## src/rtl/mc_control.sv

```systemverilog
// Multi-cycle control FSM for a shared-memory RV32I-style datapath.
// One instruction walks FETCH -> DECODE -> (EXEC -> (MEM) -> (WB)) and retires on pc_we.
module mc_control #(
  parameter int ILLEGAL_HALT = 1
) (
  input  logic        clk,
  input  logic        rst,
  input  logic [6:0]  opcode,
  input  logic [2:0]  funct3,
  input  logic        mem_ready,
  input  logic        branch_taken,
  output logic        mem_req,
  output logic        mem_we,
  output logic        mem_sel_data,
  output logic        ir_we,
  output logic        pc_we,
  output logic [1:0]  pc_src,
  output logic        alu_src_a,
  output logic        alu_src_b,
  output logic [1:0]  alu_op,
  output logic        reg_we,
  output logic [1:0]  wb_sel,
  output logic [2:0]  state,
  output logic        halted,
  output logic        illegal,
  output logic [31:0] instret
);

  typedef enum logic [2:0] {
    S_FETCH  = 3'd0,
    S_DECODE = 3'd1,
    S_EXEC   = 3'd2,
    S_MEM    = 3'd3,
    S_WB     = 3'd4,
    S_HALT   = 3'd5
  } state_t;

  typedef enum logic [3:0] {
    C_ILLEGAL, C_LOAD, C_STORE, C_OPIMM, C_OP, C_LUI, C_AUIPC,
    C_BRANCH, C_JAL, C_JALR, C_FENCE, C_SYSTEM
  } class_t;

  state_t      state_reg, state_next;
  class_t      class_reg, class_dec;
  logic        blank_reg;
  logic        illegal_reg, set_illegal;
  logic [31:0] instret_reg;
  logic        alu_a_c, alu_b_c;
  logic [1:0]  alu_op_c;

  // funct3 is consumed by the ALU decoder, not by this controller.
  logic unused_funct3;
  assign unused_funct3 = ^funct3;

  always_comb begin
    case (opcode)
      7'b0000011: class_dec = C_LOAD;
      7'b0100011: class_dec = C_STORE;
      7'b0010011: class_dec = C_OPIMM;
      7'b0110011: class_dec = C_OP;
      7'b0110111: class_dec = C_LUI;
      7'b0010111: class_dec = C_AUIPC;
      7'b1100011: class_dec = C_BRANCH;
      7'b1101111: class_dec = C_JAL;
      7'b1100111: class_dec = C_JALR;
      7'b0001111: class_dec = C_FENCE;
      7'b1110011: class_dec = C_SYSTEM;
      default:    class_dec = C_ILLEGAL;
    endcase
  end

  // ALU controls chosen in EXEC and held unchanged through MEM and WB.
  always_comb begin
    alu_a_c  = 1'b0;
    alu_b_c  = 1'b0;
    alu_op_c = 2'b00;
    case (class_reg)
      C_OP:             alu_op_c = 2'b10;
      C_OPIMM:          begin alu_op_c = 2'b10; alu_b_c = 1'b1; end
      C_LUI:            begin alu_op_c = 2'b11; alu_b_c = 1'b1; end
      C_AUIPC:          begin alu_a_c = 1'b1; alu_b_c = 1'b1; end
      C_LOAD, C_STORE:  alu_b_c = 1'b1;
      C_BRANCH:         alu_op_c = 2'b01;
      C_JALR:           alu_b_c = 1'b1;
      default:          ;
    endcase
  end

  always_comb begin
    state_next   = state_reg;
    set_illegal  = 1'b0;
    mem_req      = 1'b0;
    mem_we       = 1'b0;
    mem_sel_data = 1'b0;
    ir_we        = 1'b0;
    pc_we        = 1'b0;
    pc_src       = 2'b00;
    alu_src_a    = 1'b0;
    alu_src_b    = 1'b0;
    alu_op       = 2'b00;
    reg_we       = 1'b0;
    wb_sel       = 2'b00;
    halted       = 1'b0;
    // The cycle right after reset is blanked so every output reads 0.
    if (!blank_reg) begin
      case (state_reg)
        S_FETCH: begin
          mem_req = 1'b1;
          if (mem_ready) begin
            ir_we      = 1'b1;
            state_next = S_DECODE;
          end
        end
        S_DECODE: begin
          case (class_dec)
            C_SYSTEM: state_next = S_HALT;
            C_FENCE: begin
              pc_we      = 1'b1;
              state_next = S_FETCH;
            end
            C_ILLEGAL: begin
              set_illegal = 1'b1;
              if (ILLEGAL_HALT != 0) begin
                state_next = S_HALT;
              end else begin
                pc_we      = 1'b1;
                state_next = S_FETCH;
              end
            end
            default: state_next = S_EXEC;
          endcase
        end
        S_EXEC: begin
          alu_src_a = alu_a_c;
          alu_src_b = alu_b_c;
          alu_op    = alu_op_c;
          case (class_reg)
            C_OP, C_OPIMM, C_LUI, C_AUIPC: state_next = S_WB;
            C_LOAD, C_STORE:               state_next = S_MEM;
            C_BRANCH: begin
              pc_we      = 1'b1;
              pc_src     = branch_taken ? 2'b01 : 2'b00;
              state_next = S_FETCH;
            end
            C_JAL, C_JALR: begin
              reg_we     = 1'b1;
              wb_sel     = 2'b10;
              pc_we      = 1'b1;
              pc_src     = (class_reg == C_JAL) ? 2'b01 : 2'b10;
              state_next = S_FETCH;
            end
            default: state_next = S_FETCH;
          endcase
        end
        S_MEM: begin
          mem_req      = 1'b1;
          mem_sel_data = 1'b1;
          mem_we       = (class_reg == C_STORE);
          alu_src_a    = alu_a_c;
          alu_src_b    = alu_b_c;
          alu_op       = alu_op_c;
          if (mem_ready) begin
            if (class_reg == C_STORE) begin
              pc_we      = 1'b1;
              state_next = S_FETCH;
            end else begin
              state_next = S_WB;
            end
          end
        end
        S_WB: begin
          reg_we     = 1'b1;
          wb_sel     = (class_reg == C_LOAD) ? 2'b01 : 2'b00;
          alu_src_a  = alu_a_c;
          alu_src_b  = alu_b_c;
          alu_op     = alu_op_c;
          pc_we      = 1'b1;
          state_next = S_FETCH;
        end
        S_HALT:  halted = 1'b1;
        default: state_next = S_FETCH;
      endcase
    end
  end

  always_ff @(posedge clk) begin
    if (rst) begin
      state_reg   <= S_FETCH;
      class_reg   <= C_ILLEGAL;
      blank_reg   <= 1'b1;
      illegal_reg <= 1'b0;
      instret_reg <= 32'd0;
    end else begin
      blank_reg <= 1'b0;
      state_reg <= state_next;
      if (state_reg == S_DECODE) class_reg <= class_dec;
      if (set_illegal) illegal_reg <= 1'b1;
      if (pc_we) instret_reg <= instret_reg + 32'd1;
    end
  end

  assign state   = state_reg;
  assign illegal = illegal_reg;
  assign instret = instret_reg;

endmodule

```

## config.mk

```make
export PLATFORM = sky130hd
export DESIGN_NAME = mc_control
export DESIGN_NICKNAME = d
export VERILOG_FILES = /design/src/rtl/mc_control.sv
export SDC_FILE = /design/constraint.sdc
export NUM_CORES = 1
export LEC_CHECK = 0
export BUFFER_PORTS_ARGS = -buffer_cell sky130_fd_sc_hd__buf_2
export CAP_MARGIN = 20
export CORE_ASPECT_RATIO = 0.5
export CORE_MARGIN = 2
export CORE_UTILIZATION = 51
export CTS_BUF_LIST = sky130_fd_sc_hd__clkbuf_8
export CTS_CLUSTER_SIZE = 14
export DETAILED_ROUTE_END_ITERATION = 10
export GPL_ROUTABILITY_DRIVEN = 0
export GPL_TIMING_DRIVEN = 0
export PLACE_DENSITY = 0.91
export REMOVE_ABC_BUFFERS = 1
export SYNTH_ARGS = -nofsm -noshare
export SYNTH_HDL_FRONTEND = slang
export SYNTH_SLANG_ARGS = --single-unit
```

## constraint.sdc

```tcl
create_clock -name clk -period 2.3 [get_ports clk]
set_clock_uncertainty 0.05 [all_clocks]
set_input_delay 0.69 -clock clk [delete_from_list [all_inputs] [get_ports clk]]
set_output_delay 0.69 -clock clk [all_outputs]
set_load 0.01 [all_outputs]
```

==> results.cfg <==
[run_status]
status = complete, but fails checks
violations = negative setup slack

[power_and_ir_drop]
switching_share = 0.2858
power_mw = 1.438
combPwrFrac = 0.165
p_sw_uw = 410.8
clkPwrFrac = 0.323
vdd_ir_drop_max_mv = 0.2408
seq_power_share = 0.512
p_leak_nw = 1.507
power.density_nw_per_um2 = 386.2
internal_power_mw = 1.027

[sta]
hold_viol = 0
rsz0062_at_grt = true
worst_slew_pin_slew_ns = 0.7428
finalMaxSlewViolations = 0
fin_tns_setup_ns = -0.8921
postLayoutSetupSlackWorst_ns = -0.1428
fmaxAchievable_ghz = 0.4094
period_share = 1.062
finalSetupViolCount = 14
layout_min_cycle_time_ns = 2.443
worst_hold_slack_ns = 0.4018
slew_headroom = 0.5024

[die]
initial_core_util = 0.5240
std_cell_rows = 19
ios = 65
fp.dieW_um = 109.5
die_h_um = 56.77
core_um2 = 5420
die_area_um2 = 6218

[detailed_routing]
via_per_inst = 5.748
vias = 2874
firstDrtPassIters = 5
wirelength_um = 7489
postRouteAntennaNets = 0
route.detailed.drc = 0
drtIter0Drc = 278
wl_per_cell_um = 14.98

[synth]
synth.top_cell.area_share = 0.2890
avgSynthCellArea_um2 = 7.956
synthArstFlopShare = 0
synth.distinct_cells = 59
ys_ff_latch = 41
ys.flop_type = dfxtp_1
synthCells = 357
ys_top_cells_by_area = dfxtp_1, mux2_2, nor2b_1, nor2_1, a21oi_1
yosys_warnings = 0
ys_seq_area_frac = 0.2890
netlist_area_um2 = 2840
synth_edf_count = 0
yosys.area.top_type = dfxtp_1

[placement]
placedCellCount = 465
io_buffers = 61
placed_area_um2 = 3107
hpwl_um = 4091

[cells_and_area]
drive_above_1_share = 0.4215
area_growth_pct = 31.06
fillers = 427
insertedDiodeCount = 0
fin_nets = 441
design_area_um2 = 3722
largest_reg_flops = 32
instances_no_fill = 500

[worst_hold_path]
holdPathStages = 2
hp-start = illegal
hold_class = flop to flop

[critical_path]
worstPathMaxFanout = 7
critPathKind = primary input to primary output
cp_slowest_cell = o221a_4
cp.arrival_ns = 1.70
critPathMaxStageDelay_ns = 0.30
cp-start-kind = primary input
r2r-start = class_reg[1]
required_ns = 1.56
path_cells = buf_12 > nand2b_4 > o221a_4 > o211ai_1 > nand2_1 > buf_2
cp-end-kind = primary output
startpoint = opcode[6]
worstRegToRegCells = 5

[global_routing]
grt_antenna_before_repair = 0
grt_overflow = 0
grt_pass1_wl_um = 10540
grt_max_degree = 72
track_usage = 0.2103
grt_pass1_vias = 2404

[cts]
clock-sinks = 41
cts_tree = done
clk_latency_ns = 0.30
clk_pin_slew_ns = 0.07
cts_hold_buf = 0
cts_buffer_depth = 2
cts_buffers = 5
cts-root-buf = clkbuf_8
h-tree-depth = 2

[flow_run]
drv_cap = 0
==> logic make-up (layout without fill, tap and decap cells) <==
| kind of cell | count (synthesis) | after routing | synth area share |
|---|---|---|---|
| fa+ha+maj | 1 | 1 | 0.004405 |
| compound gates | 75 | 75 | 0.1943 |
| flops | 41 | 41 | 0.2890 |
| mux | 30 | 30 | 0.1189 |
| buf+inv | 38 | 108 | 0.06167 |
| simple gates | 169 | 169 | 0.3225 |
| xor+xnor | 3 | 3 | 0.009253 |
==> area by class of cell <==
class	count	area, um2	area share
clock buffers	5	68.82	0.01849
clock inverters	3	13.76	0.003697
inverters	12	45.04	0.01210
multi-input cells	278	2059	0.5533
flip-flops and latches	41	840.8	0.2259
well taps	73	91.34	0.02454
repair buffers	88	603.1	0.1620
==> critical path: cells and delay by family <==
kind / cells / cell delay [ns]
compound gates: 2 / 0.54
buf+inv: 2 / 0.25
simple gates: 2 / 0.22
==> power groups by stage <==
stage	combinational, mW	clock [mW]	sequential (mW)
finish	0.237	0.464	0.736
global route	0.256	0.505	0.739
CTS	0.191	0.473	0.741
floorplan	0.0936	0	0.754
detailed placement	0.162	0	0.756
global placement	0.157	0	0.755
==> what timing repair did <==
item / CTS / global route
gates resized for setup: 30 / 50
endpoints found under the hold margin: 0 / 0
buffers inserted: 13 / 13
pin swaps: 8 / 10
setup endpoints to repair: 36 / 36
==> synthesized netlist by cell type, types with 3 or more instances <==
cell type  number
nand3b_1        3
buf_2          11
a21oi_1        25
inv_1          12
nand4_1         6
clkbuf_1       11
mux2_2         28
nor3_1         13
and3_1          3
and2_1          3
nand2b_1        4
a21boi_0        3
nor2_1         46
a21o_1          3
o21ai_0        10
nor2b_1        28
buf_4           3
or2_2           4
a211oi_1        7
dfxtp_1        41
nand2_1        26
nand3_1        13
nor3b_1         6
==> layout by cell type (no fill, tap or decap), types with 5 or more instances in the layout <==
cell	count
buf_2	57
nand2_1	25
a21oi_2	11
nand4_1	6
buf_4	16
nand3_1	13
clkbuf_8	5
a211oi_1	5
o21ai_0	8
nor2_1	46
nor2b_1	26
inv_1	12
mux2_2	25
a21oi_1	13
buf_6	8
nor3_1	12
dfxtp_1	33
==> through the flow <==
step	setup WS, ns	util
3_5_place_dp	-0.5520	0.5732
4_1_cts	-0.1075	0.6242
5_1_grt	-0.1790	0.6868
6_report	-0.1428	0.6868
3_3_place_gp	-0.5319	0.5732
2_1_floorplan	-0.1200	-
==> worst paths after layout <==
check,endpoint,slack [ns]
max,pc_we,-0.14
max reg2reg,instret[27],-0.01
min reg2reg,illegal,0.40
min,illegal,0.40
==> metal layers <==
metal,vias to the layer above,part of all wire,track usage
li1,1404,-,-
met1,1331,0.44,0.2693
met2,115,0.48,0.3554
met3,24,0.060,0.04181
met4,0,0.026,0.06691
met5,-,0,0
(Power assumes the default switching activity.)
